==> src/rtl/apb_uart_pkg.sv <==
// Shared definitions for the APB UART: register offsets, STATUS bit
// positions, the serial engine state type and a bit-timing helper.
package apb_uart_pkg;

    // Register select values, taken from PADDR[3:2]
    localparam logic [1:0] REG_TXDATA  = 2'd0;
    localparam logic [1:0] REG_RXDATA  = 2'd1;
    localparam logic [1:0] REG_STATUS  = 2'd2;
    localparam logic [1:0] REG_BAUDDIV = 2'd3;

    // STATUS register bit positions
    localparam int unsigned ST_TX_FULL     = 0;
    localparam int unsigned ST_TX_EMPTY    = 1;
    localparam int unsigned ST_TX_BUSY     = 2;
    localparam int unsigned ST_RX_VALID    = 3;
    localparam int unsigned ST_RX_OVERRUN  = 4;
    localparam int unsigned ST_TX_OVERFLOW = 5;
    localparam int unsigned ST_FRAME_ERR   = 6;
    localparam int unsigned ST_WIDTH       = 7;

    // Frame position, used by both the transmitter and the receiver
    typedef enum logic [1:0] {
        IDLE,
        START,
        DATA,
        STOP
    } uart_state_t;

    // Terminal count of the half-bit wait: ((div + 1) >> 1) - 1
    function automatic logic [15:0] half_bit_m1(input logic [15:0] div);
        logic [16:0] period;
        logic [16:0] half;
        period = {1'b0, div} + 17'd1;
        half   = period >> 1;
        return half[15:0] - 16'd1;
    endfunction

endpackage

==> src/rtl/apb_uart_tx_fifo.sv <==
// Synchronous FIFO feeding the UART transmitter. A push while full is
// accepted when a pop happens in the same cycle.
module uart_tx_fifo #(
    parameter int unsigned DEPTH = 4,
    parameter int unsigned WIDTH = 8
) (
    input  logic             clk,
    input  logic             rst,
    input  logic             push,
    input  logic             pop,
    input  logic [WIDTH-1:0] wdata,
    output logic [WIDTH-1:0] rdata,
    output logic             full,
    output logic             empty
);

    localparam int unsigned AW = $clog2(DEPTH);
    localparam logic [AW:0] FULL_COUNT = (AW + 1)'(DEPTH);

    logic [WIDTH-1:0] mem [DEPTH];
    logic [AW-1:0]    wr_ptr;
    logic [AW-1:0]    rd_ptr;
    logic [AW:0]      count;
    logic             do_push;
    logic             do_pop;

    assign full    = (count == FULL_COUNT);
    assign empty   = (count == '0);
    assign do_pop  = pop & ~empty;
    assign do_push = push & (~full | do_pop);
    assign rdata   = mem[rd_ptr];

    // Storage array; contents need no reset, occupancy tracks validity
    always_ff @(posedge clk) begin
        if (do_push) begin
            mem[wr_ptr] <= wdata;
        end
    end

    // Pointer and occupancy bookkeeping
    always_ff @(posedge clk) begin
        if (rst) begin
            wr_ptr <= '0;
            rd_ptr <= '0;
            count  <= '0;
        end else begin
            if (do_push) begin
                wr_ptr <= wr_ptr + 1'b1;
            end
            if (do_pop) begin
                rd_ptr <= rd_ptr + 1'b1;
            end
            case ({do_push, do_pop})
                2'b10:   count <= count + 1'b1;
                2'b01:   count <= count - 1'b1;
                default: count <= count;
            endcase
        end
    end

endmodule

==> src/rtl/apb_uart.sv <==
// APB completer for an 8N1 UART: TX FIFO + transmitter, receiver with a
// single holding register, STATUS flags and a level interrupt.
module apb_uart
    import apb_uart_pkg::*;
#(
    parameter int unsigned ADDR_WIDTH  = 32,
    parameter int unsigned TX_DEPTH    = 4,
    parameter logic [15:0] DEFAULT_DIV = 16'd867
) (
    input  logic                  PCLK,
    input  logic                  PRESET,
    input  logic                  PSEL,
    input  logic                  PENABLE,
    input  logic                  PWRITE,
    input  logic [ADDR_WIDTH-1:0] PADDR,
    input  logic [3:0]            PBE,
    input  logic [31:0]           PWDATA,
    output logic [31:0]           PRDATA,
    output logic                  PREADY,
    output logic                  uart_tx,
    input  logic                  uart_rx,
    output logic                  irq
);

    // ---------------- APB decode ----------------
    logic       access;
    logic       wr_en;
    logic       rd_en;
    logic [1:0] reg_sel;
    logic       tx_push_req;
    logic       rx_read;
    logic       status_wr;
    logic       baud_wr;
    logic       unused_bits;

    assign access      = PSEL & PENABLE;
    assign PREADY      = access;
    assign wr_en       = access & PWRITE;
    assign rd_en       = access & ~PWRITE;
    assign reg_sel     = PADDR[3:2];
    assign tx_push_req = wr_en & (reg_sel == REG_TXDATA) & PBE[0];
    assign rx_read     = rd_en & (reg_sel == REG_RXDATA);
    assign status_wr   = wr_en & (reg_sel == REG_STATUS) & PBE[0];
    assign baud_wr     = wr_en & (reg_sel == REG_BAUDDIV);
    assign unused_bits = &{1'b0, PADDR[ADDR_WIDTH-1:4], PADDR[1:0], PWDATA[31:16], PBE[3:2]};

    // ---------------- registers and flags ----------------
    logic [15:0] baud_div;
    logic [7:0]  rx_byte;
    logic        rx_valid;
    logic        rx_overrun;
    logic        tx_overflow;
    logic        frame_err;

    // ---------------- TX FIFO ----------------
    logic       tx_pop;
    logic [7:0] fifo_rdata;
    logic       fifo_full;
    logic       fifo_empty;

    uart_tx_fifo #(
        .DEPTH (TX_DEPTH),
        .WIDTH (8)
    ) u_tx_fifo (
        .clk   (PCLK),
        .rst   (PRESET),
        .push  (tx_push_req),
        .pop   (tx_pop),
        .wdata (PWDATA[7:0]),
        .rdata (fifo_rdata),
        .full  (fifo_full),
        .empty (fifo_empty)
    );

    // ---------------- TX engine ----------------
    uart_state_t tx_state, tx_state_next;
    logic [15:0] tx_cnt, tx_cnt_next;
    logic [15:0] tx_div, tx_div_next;
    logic [2:0]  tx_bit, tx_bit_next;
    logic [7:0]  tx_shift, tx_shift_next;
    logic        tx_line, tx_line_next;
    logic        tx_bit_end;

    assign tx_bit_end = (tx_cnt == tx_div);
    assign uart_tx    = tx_line;

    // TX state and datapath registers; the line is registered from the state
    always_ff @(posedge PCLK) begin
        if (PRESET) begin
            tx_state <= IDLE;
            tx_cnt   <= '0;
            tx_div   <= DEFAULT_DIV;
            tx_bit   <= '0;
            tx_shift <= '0;
            tx_line  <= 1'b1;
        end else begin
            tx_state <= tx_state_next;
            tx_cnt   <= tx_cnt_next;
            tx_div   <= tx_div_next;
            tx_bit   <= tx_bit_next;
            tx_shift <= tx_shift_next;
            tx_line  <= tx_line_next;
        end
    end

    // TX next-state: bit timing, FIFO pops and serial line level
    always_comb begin
        tx_state_next = tx_state;
        tx_cnt_next   = tx_cnt + 16'd1;
        tx_div_next   = tx_div;
        tx_bit_next   = tx_bit;
        tx_shift_next = tx_shift;
        tx_pop        = 1'b0;
        tx_line_next  = 1'b1;

        case (tx_state)
            START:   tx_line_next = 1'b0;
            DATA:    tx_line_next = tx_shift[0];
            default: tx_line_next = 1'b1;
        endcase

        case (tx_state)
            IDLE: begin
                tx_cnt_next = '0;
                if (!fifo_empty) begin
                    tx_pop        = 1'b1;
                    tx_shift_next = fifo_rdata;
                    tx_div_next   = baud_div;
                    tx_state_next = START;
                end
            end
            START: begin
                if (tx_bit_end) begin
                    tx_cnt_next   = '0;
                    tx_div_next   = baud_div;
                    tx_bit_next   = '0;
                    tx_state_next = DATA;
                end
            end
            DATA: begin
                if (tx_bit_end) begin
                    tx_cnt_next   = '0;
                    tx_div_next   = baud_div;
                    tx_shift_next = {1'b0, tx_shift[7:1]};
                    if (tx_bit == 3'd7) begin
                        tx_state_next = STOP;
                    end else begin
                        tx_bit_next = tx_bit + 3'd1;
                    end
                end
            end
            STOP: begin
                if (tx_bit_end) begin
                    tx_cnt_next = '0;
                    tx_div_next = baud_div;
                    if (!fifo_empty) begin
                        tx_pop        = 1'b1;
                        tx_shift_next = fifo_rdata;
                        tx_state_next = START;
                    end else begin
                        tx_state_next = IDLE;
                    end
                end
            end
            default: tx_state_next = IDLE;
        endcase
    end

    // ---------------- RX engine ----------------
    logic        rx_meta;
    logic        rx_sync;
    logic        rx_prev;
    logic        rx_fall;
    uart_state_t rx_state, rx_state_next;
    logic [15:0] rx_cnt, rx_cnt_next;
    logic [15:0] rx_div, rx_div_next;
    logic [2:0]  rx_bit, rx_bit_next;
    logic [7:0]  rx_shift, rx_shift_next;
    logic        rx_stop_ok;
    logic        rx_stop_bad;

    assign rx_fall = rx_prev & ~rx_sync;

    // Two-flop synchronizer plus one delay stage for falling-edge detection
    always_ff @(posedge PCLK) begin
        if (PRESET) begin
            rx_meta <= 1'b1;
            rx_sync <= 1'b1;
            rx_prev <= 1'b1;
        end else begin
            rx_meta <= uart_rx;
            rx_sync <= rx_meta;
            rx_prev <= rx_sync;
        end
    end

    // RX state and datapath registers
    always_ff @(posedge PCLK) begin
        if (PRESET) begin
            rx_state <= IDLE;
            rx_cnt   <= '0;
            rx_div   <= DEFAULT_DIV;
            rx_bit   <= '0;
            rx_shift <= '0;
        end else begin
            rx_state <= rx_state_next;
            rx_cnt   <= rx_cnt_next;
            rx_div   <= rx_div_next;
            rx_bit   <= rx_bit_next;
            rx_shift <= rx_shift_next;
        end
    end

    // RX next-state: half-bit start check, then mid-bit sampling
    always_comb begin
        rx_state_next = rx_state;
        rx_cnt_next   = rx_cnt + 16'd1;
        rx_div_next   = rx_div;
        rx_bit_next   = rx_bit;
        rx_shift_next = rx_shift;
        rx_stop_ok    = 1'b0;
        rx_stop_bad   = 1'b0;

        case (rx_state)
            IDLE: begin
                rx_cnt_next = '0;
                if (rx_fall) begin
                    rx_div_next   = baud_div;
                    rx_state_next = START;
                end
            end
            START: begin
                if (rx_cnt == half_bit_m1(rx_div)) begin
                    rx_cnt_next = '0;
                    if (rx_sync) begin
                        rx_state_next = IDLE;
                    end else begin
                        rx_div_next   = baud_div;
                        rx_bit_next   = '0;
                        rx_state_next = DATA;
                    end
                end
            end
            DATA: begin
                if (rx_cnt == rx_div) begin
                    rx_cnt_next   = '0;
                    rx_div_next   = baud_div;
                    rx_shift_next = {rx_sync, rx_shift[7:1]};
                    if (rx_bit == 3'd7) begin
                        rx_state_next = STOP;
                    end else begin
                        rx_bit_next = rx_bit + 3'd1;
                    end
                end
            end
            STOP: begin
                if (rx_cnt == rx_div) begin
                    rx_cnt_next   = '0;
                    rx_state_next = IDLE;
                    rx_stop_ok    = rx_sync;
                    rx_stop_bad   = ~rx_sync;
                end
            end
            default: rx_state_next = IDLE;
        endcase
    end

    // ---------------- register file ----------------

    // BAUDDIV, byte-writable in its low two bytes
    always_ff @(posedge PCLK) begin
        if (PRESET) begin
            baud_div <= DEFAULT_DIV;
        end else if (baud_wr) begin
            if (PBE[0]) baud_div[7:0]  <= PWDATA[7:0];
            if (PBE[1]) baud_div[15:8] <= PWDATA[15:8];
        end
    end

    // Receive holding register and sticky flags; a set beats a same-cycle clear
    always_ff @(posedge PCLK) begin
        if (PRESET) begin
            rx_byte     <= '0;
            rx_valid    <= 1'b0;
            rx_overrun  <= 1'b0;
            frame_err   <= 1'b0;
            tx_overflow <= 1'b0;
            irq         <= 1'b0;
        end else begin
            // a read retiring the held byte frees the slot for a byte landing now
            if (rx_stop_ok && (!rx_valid || rx_read)) begin
                rx_byte  <= rx_shift;
                rx_valid <= 1'b1;
            end else if (rx_read) begin
                rx_valid <= 1'b0;
            end

            if (rx_stop_ok && rx_valid && !rx_read) begin
                rx_overrun <= 1'b1;
            end else if (status_wr && PWDATA[ST_RX_OVERRUN]) begin
                rx_overrun <= 1'b0;
            end

            if (rx_stop_bad) begin
                frame_err <= 1'b1;
            end else if (status_wr && PWDATA[ST_FRAME_ERR]) begin
                frame_err <= 1'b0;
            end

            if (tx_push_req && fifo_full && !tx_pop) begin
                tx_overflow <= 1'b1;
            end else if (status_wr && PWDATA[ST_TX_OVERFLOW]) begin
                tx_overflow <= 1'b0;
            end

            irq <= rx_valid | rx_overrun | frame_err;
        end
    end

    // STATUS assembly and read mux
    logic [ST_WIDTH-1:0] status_bits;

    always_comb begin
        status_bits                 = '0;
        status_bits[ST_TX_FULL]     = fifo_full;
        status_bits[ST_TX_EMPTY]    = fifo_empty;
        status_bits[ST_TX_BUSY]     = (tx_state != IDLE);
        status_bits[ST_RX_VALID]    = rx_valid;
        status_bits[ST_RX_OVERRUN]  = rx_overrun;
        status_bits[ST_TX_OVERFLOW] = tx_overflow;
        status_bits[ST_FRAME_ERR]   = frame_err;
    end

    // Read data is only driven during the access phase
    always_comb begin
        PRDATA = '0;
        if (access) begin
            case (reg_sel)
                REG_RXDATA:  PRDATA = {24'b0, rx_byte};
                REG_STATUS:  PRDATA = {{(32 - ST_WIDTH){1'b0}}, status_bits};
                REG_BAUDDIV: PRDATA = {16'b0, baud_div};
                default:     PRDATA = '0;
            endcase
        end
    end

endmodule

==> config.mk <==
export PLATFORM = sky130hd
export DESIGN_NAME = apb_uart
export DESIGN_NICKNAME = d
export VERILOG_FILES = /design/src/rtl/apb_uart_pkg.sv /design/src/rtl/apb_uart_tx_fifo.sv /design/src/rtl/apb_uart.sv
export SDC_FILE = /design/constraint.sdc
export NUM_CORES = 1
export LEC_CHECK = 0
export CAP_MARGIN = 20
export CORE_UTILIZATION = 55
export CTS_BUF_LIST = sky130_fd_sc_hd__clkbuf_2
export DETAILED_ROUTE_END_ITERATION = 8
export HOLD_SLACK_MARGIN = 0.12
export PLACE_DENSITY_LB_ADDON = 0.25
export SLEW_MARGIN = 0
export SYNTH_ARGS = -nofsm -noshare
export SYNTH_HDL_FRONTEND = slang
export SYNTH_SLANG_ARGS = --single-unit
export TNS_END_PERCENT = 20
==> constraint.sdc <==
create_clock -name PCLK -period 5.8 [get_ports PCLK]
set_clock_uncertainty 0.15 [all_clocks]
set_input_delay 1.16 -clock PCLK [delete_from_list [all_inputs] [get_ports PCLK]]
set_output_delay 1.16 -clock PCLK [all_outputs]
set_load 0.005 [all_outputs]
Yosys cells after proc, flatten, opt, wreduce, memory -nomap -nowiden

Memory sizes are Yosys's and may differ from the RTL's. A register that Yosys moved wholly into a read port is not among the register bits.
Cells that the tools add are included.

Bits in registers: 130
Memory bits (writable): 32
Input port bits: 74
Output and inout bits: 35
Logic and storage cells: 187
Memories kept: 1

Add/subtract/negate cells: 10
Equal/unequal tests: 31
Muxes and demuxes: 63
Bitwise logic cells: 19
Reduce and logical (&&, ||, !) cells: 38

Memories:

| memory        | depth | width | rd ports | clocked after memory_dff | wr ports | RTL line               | source |
|---|---|---|---|---|---|---|---|
| u_tx_fifo.mem | 4     | 8     | 1        | 1                        | 1        | apb_uart_tx_fifo.sv:20 | `logic [WIDTH-1:0] mem [DEPTH];` |

Operators with widths:

| kind                    | count |
|---|---|
| $mux W16                | 10 |
| $pmux W16 S3            | 3 |
| $pmux W16 S2            | 2 |
| $eq A16 B16 Y1          | 3 |
| $add A16 B1 Y16 const B | 2 |
| $mux W2                 | 13 |
| $ne A2 B2 Y1 const B    | 13 |
| $mux W8                 | 3 |
| $pmux W8 S3             | 1 |
| $mux W3                 | 7 |
| $reduce_and A5 Y1       | 4 |
| $pmux W3 S2             | 3 |
| $add A16 B1 Y17 const B | 1 |
| $mux W1                 | 17 |
| $pmux W2 S4             | 2 |
| $reduce_bool A2 Y1      | 8 |
| $sub A16 B1 Y16 const B | 1 |
| $eq A2 B2 Y1 const B    | 7 |
| $and A1 B1 Y1           | 12 |
| $add A3 B1 Y3 const B   | 3 |
| $eq A3 B3 Y1 const B    | 3 |
| $eq A2 B1 Y1 const B    | 4 |
| $logic_and A1 B1 Y1     | 8 |
| $reduce_and A2 Y1       | 4 |
| 15 further kinds        | 27 |

Depth between registers and ports, before layout

Depth after elaboration: 9
Depth in mapped cells: 14
Mapped depth without buffers: 11

Hierarchy

From an unflattened synthesis, not the netlist that was laid out.

Cell total of the unflattened synthesis: 914
Area, all modules: 8632.0 µm²

Modules (own cells, without submodules):

| module       | instances | cells each | area an instance (µm²) | sequential area each (µm²) |
|---|---|---|---|---|
| apb_uart     | 1         | 818        | 6986.7                 | 2462.4 |
| uart_tx_fifo | 1         | 96         | 1645.3                 | 1141.1 |

Worst setup path before layout

OpenSTA, ideal clock, no wires.

Kind: register to register
From: register rx_div[0]
To: register rx_div[10]
Library setup time: 0.067 ns
Arrival time: 3.340 ns
Data required time: 5.583 ns
Setup slack: 2.243 ns
Stages on the path, launching flop included: 15
Path buffers: 3
Clock period less this slack: 3.557 ns
Cell sequence: dfxtp_1 > ha_1 > buf_6 > and3_4 > o211ai_4 > a211oi_4 > nand2_1 > nor4_1 > nor3_1 > or4_4 > or4_4 > and2_1 > buf_6 > buf_6 > o21ai_2

Word-level cells in the longest chain between the ends: 5
Elaborated cells on any way between the ends: 7
Those cells by class: add/sub: 2; eq/ne: 4; reduce/logical: 1

Ends and longest elaborated chain:

| item                                   | RTL line           | source |
|---|---|---|
| start: declaration                     | apb_uart.sv:176    | `logic [15:0] rx_div, rx_div_next;` |
| start signal: assignment               | apb_uart.sv:208    | `rx_div <= rx_div_next;` |
| $add A16 B1 Y17                        | apb_uart_pkg.sv:33 | `period = {1'b0, div} + 17'd1;` |
| $sub A16 B1 Y16                        | apb_uart_pkg.sv:35 | `return half[15:0] - 16'd1;` |
| $eq A16 B16 Y1                         | apb_uart.sv:233    | `if (rx_cnt == half_bit_m1(rx_div)) begin` |
| $ne A2 B2 Y1 (no source line)          | -                  |  |
| $reduce_and A5 Y1 (no source line) (*) | -                  |  |

Every way passes the cells marked *; elsewhere a longest branch is shown, timed or not.
A chain may end at the register's enable or synchronous reset.

Final worst setup path

From: register rx_div[0]
To: register rx_div[3]

The elaborated chain is that of the path after synthesis.

==> results.cfg <==
[run_status]
status = complete, no violations

[setup_path]
cp-start-kind = flip-flop
path_class = reg2reg
cp-end-kind = flip-flop
crit_top_cell = or4_4
slowest_delay_ns = 0.73
arrival_ns = 5.18
cp_slowest_cell = dfxtp_1
cp_data_required_time_ns = 6.31
path_cells = ha_1 -> nand3_4 -> o21a_1 -> a211oi_4 -> nand2_1 -> nor4_1 -> nor3_1 -> or4_4 -> or4_4 -> and2_1 -> buf_4 -> o21ai_2
cp_max_fo = 14

[synth]
synth_edf_count = 32
synthCells = 919
yosysWarnings = 0
synth_area_um2 = 8690
yosysSeqAreaShare_pct = 41.5
ys_types = 75
async_reset_ff_share_pct = 0
post_synth.cell_area_avg_um2 = 9.46
synthFlopType = dfxtp_1
ys_ff_latch = 164

[drt]
firstDrtPassIters = 5
wl_mm = 17.4
drt_iter0_markers = 353
drc = 0
drt-vias-per-instance = 5.50
num_vias = 6347
wire_per_inst_um = 15.1
antenna_left = 0

[cells_and_area]
multi_input_area_um2 = 4660
area_delta_synth_final_pct = 7.73
drive_above_1_share_pct = 9.45
fillers = 1359
seqCellArea_um2 = 3600
nets = 1022
design_area_um2 = 9360

[grt]
grt_pass1_wl_mm = 29.1
grt_pass1_vias = 5988
antenna_found_initial = 1
grt_max_degree = 70
overflow = 0
track_usage_pct = 22.7

[sta]
max_slew_margin_pct = 40.1
fin_setup_tns_ns = 0
hold_ws_ns = 0.296
min_period_ns = 4.67
slew_violations = 0
post-route-period-util_pct = 80.6
setup_slack_ns = 1.13
hold_viol_final = 0
worst_slew_pin_slew_ns = 0.896
fmax_mhz = 214
finalSetupViolations = 0
rsz0062_at_grt = false

[clock_network]
cts_root_buf = clkbuf_2
clock-sinks = 164
hold_buffers = 0
cts_setup_buffers = 0
cts_made_buffers = 17
cts_resized = 0
cts_tree = built
cts.reportedPaths.clkPinSlew_ns = 0.26
clk_latency_ns = 0.74
cts_buffer_depth = 2
htree_levels = 4

[die]
fp-row-count = 45
fp.coreArea_um2 = 15300
die_h_um = 128
dieArea_um2 = 16300
die_w_um = 128
io_pins = 109
start_util_pct = 56.8

[place]
placed_cell_area_um2 = 9090
place.gp.congestion = 0.874
post-place-ws_ns = 1.19
dp_hpwl_mm = 12.4
port_buffers = 44

[power]
power_mw = 2.54
p_per_area_nw_per_um2 = 272
ir_drop_mv = 0.266
power.leakage_nw = 3.27

[hold_path]
hold_path.class = reg2reg

[run]
drv_cap = 0
synth_stat cells (all sizes together) (17+ instances only):
master / instances / share of area [%]
o21ai: 22 / 1.7
nand4: 17 / 1.4
xor2: 25 / 2.5
xnor2: 76 / 7.7
nand2b: 21 / 1.5
a21oi: 27 / 1.7
nand2: 55 / 2.4
mux2i: 50 / 5.8
dfxtp: 132 / 30
ha: 18 / 2.6
nor2: 137 / 5.9
inv: 26 / 1.1
nand3: 29 / 1.9
edfxtp: 32 / 11
buf: 33 / 2.8
clkbuf: 39 / 1.7
worst max-delay path, delay by kind of cell, from the launching register on:
| kind | cells | cell delay (ns) |
|---|---|---|
| AND/OR/NAND/NOR | 7 | 2.06 |
| AO/OA/AOI/OAI | 3 | 0.82 |
| flip-flops | 1 | 0.73 |
| adder cells (fa/ha/maj) | 1 | 0.60 |
| buffers and inverters | 1 | 0.24 |
cells in the final DEF (no fill, tap or decap), types with 17 or more instances in the layout:
master	n
a21oi_1	25
clkbuf_2	17
clkdlybuf4s50_1	43
dfxtp_1	132
edfxtp_1	32
ha_1	18
inv_1	26
mux2i_1	50
nand2_1	55
nand2b_1	21
nand3_1	27
nor2_1	137
xnor2_1	76
xor2_1	25
layout make-up:
type / instances / area share (%)
Antenna cell: 1 / 0.0267
Clock inverter: 15 / 1.84
Inverter: 26 / 1.04
Sequential cell: 164 / 38.5
Tap cell: 211 / 2.82
Multi-Input combinational cell: 672 / 49.8
Timing Repair Buffer: 48 / 5.08
Clock buffer: 17 / 0.909
final timing paths:
path                               start  cells after the start  slack (ns)                     end
setup / recovery  rx_div[0]$_SDFFE_PP1P_                     12        1.13  rx_div[3]$_SDFFE_PP0P_
hold / removal        rx_meta$_SDFF_PP1_                      1        0.30      rx_sync$_SDFF_PP1_
setup reg to reg  rx_div[0]$_SDFFE_PP1P_                     12        1.13  rx_div[3]$_SDFFE_PP0P_
hold reg to reg       rx_meta$_SDFF_PP1_                      1        0.30      rx_sync$_SDFF_PP1_
cell families (layout without fill, tap and decap cells):
| kind of cell | Yosys count | in the layout | synth area share (%) |
|---|---|---|---|
| mux | 68 | 68 | 9.13 |
| simple gates | 357 | 357 | 21.0 |
| fa+ha+maj | 19 | 19 | 2.82 |
| xor+xnor | 102 | 102 | 10.5 |
| compound gates | 110 | 110 | 9.56 |
| other cells | 1 | 17 | 0.0431 |
| buf+inv | 98 | 106 | 5.58 |
| flops | 164 | 164 | 41.5 |
flip-flops by register name (all words and copies together), names as in the netlist, 3 cells and up, named ones only:
register,count
u_tx_fifo.mem,32
baud_div,16
rx_cnt,16
rx_div,16
tx_cnt,16
tx_div,16
rx_byte,8
rx_shift,8
tx_shift,8
rx_bit,3
tx_bit,3
u_tx_fifo.count,3
metrics by stage:
step | util, % | instances
finish | 61.1 | 1154
global placement | 59.3 | 1120
floorplan | - | 934
CTS | 61.0 | 1152
global route | 61.1 | 1154
detailed placement | 59.3 | 1120
where the power goes:
part	internal, mW	total [mW]	leakage [nW]	switching [mW]
clock	0.211	0.644	0.148	0.433
sequential	1.23	1.28	1.36	0.0557
combinational	0.276	0.617	1.76	0.341
routing by layer:
metal / global-route usage [%] / share of wire (%) / vias up
met5: 0 / 0 / -
met4: 7.75 / 1.6 / 0
met3: 3.51 / 2.7 / 25
met2: 37.1 / 47 / 94
met1: 30.8 / 49 / 3051
li1: - / - / 3177
Power figures use the tool's default switching activity.
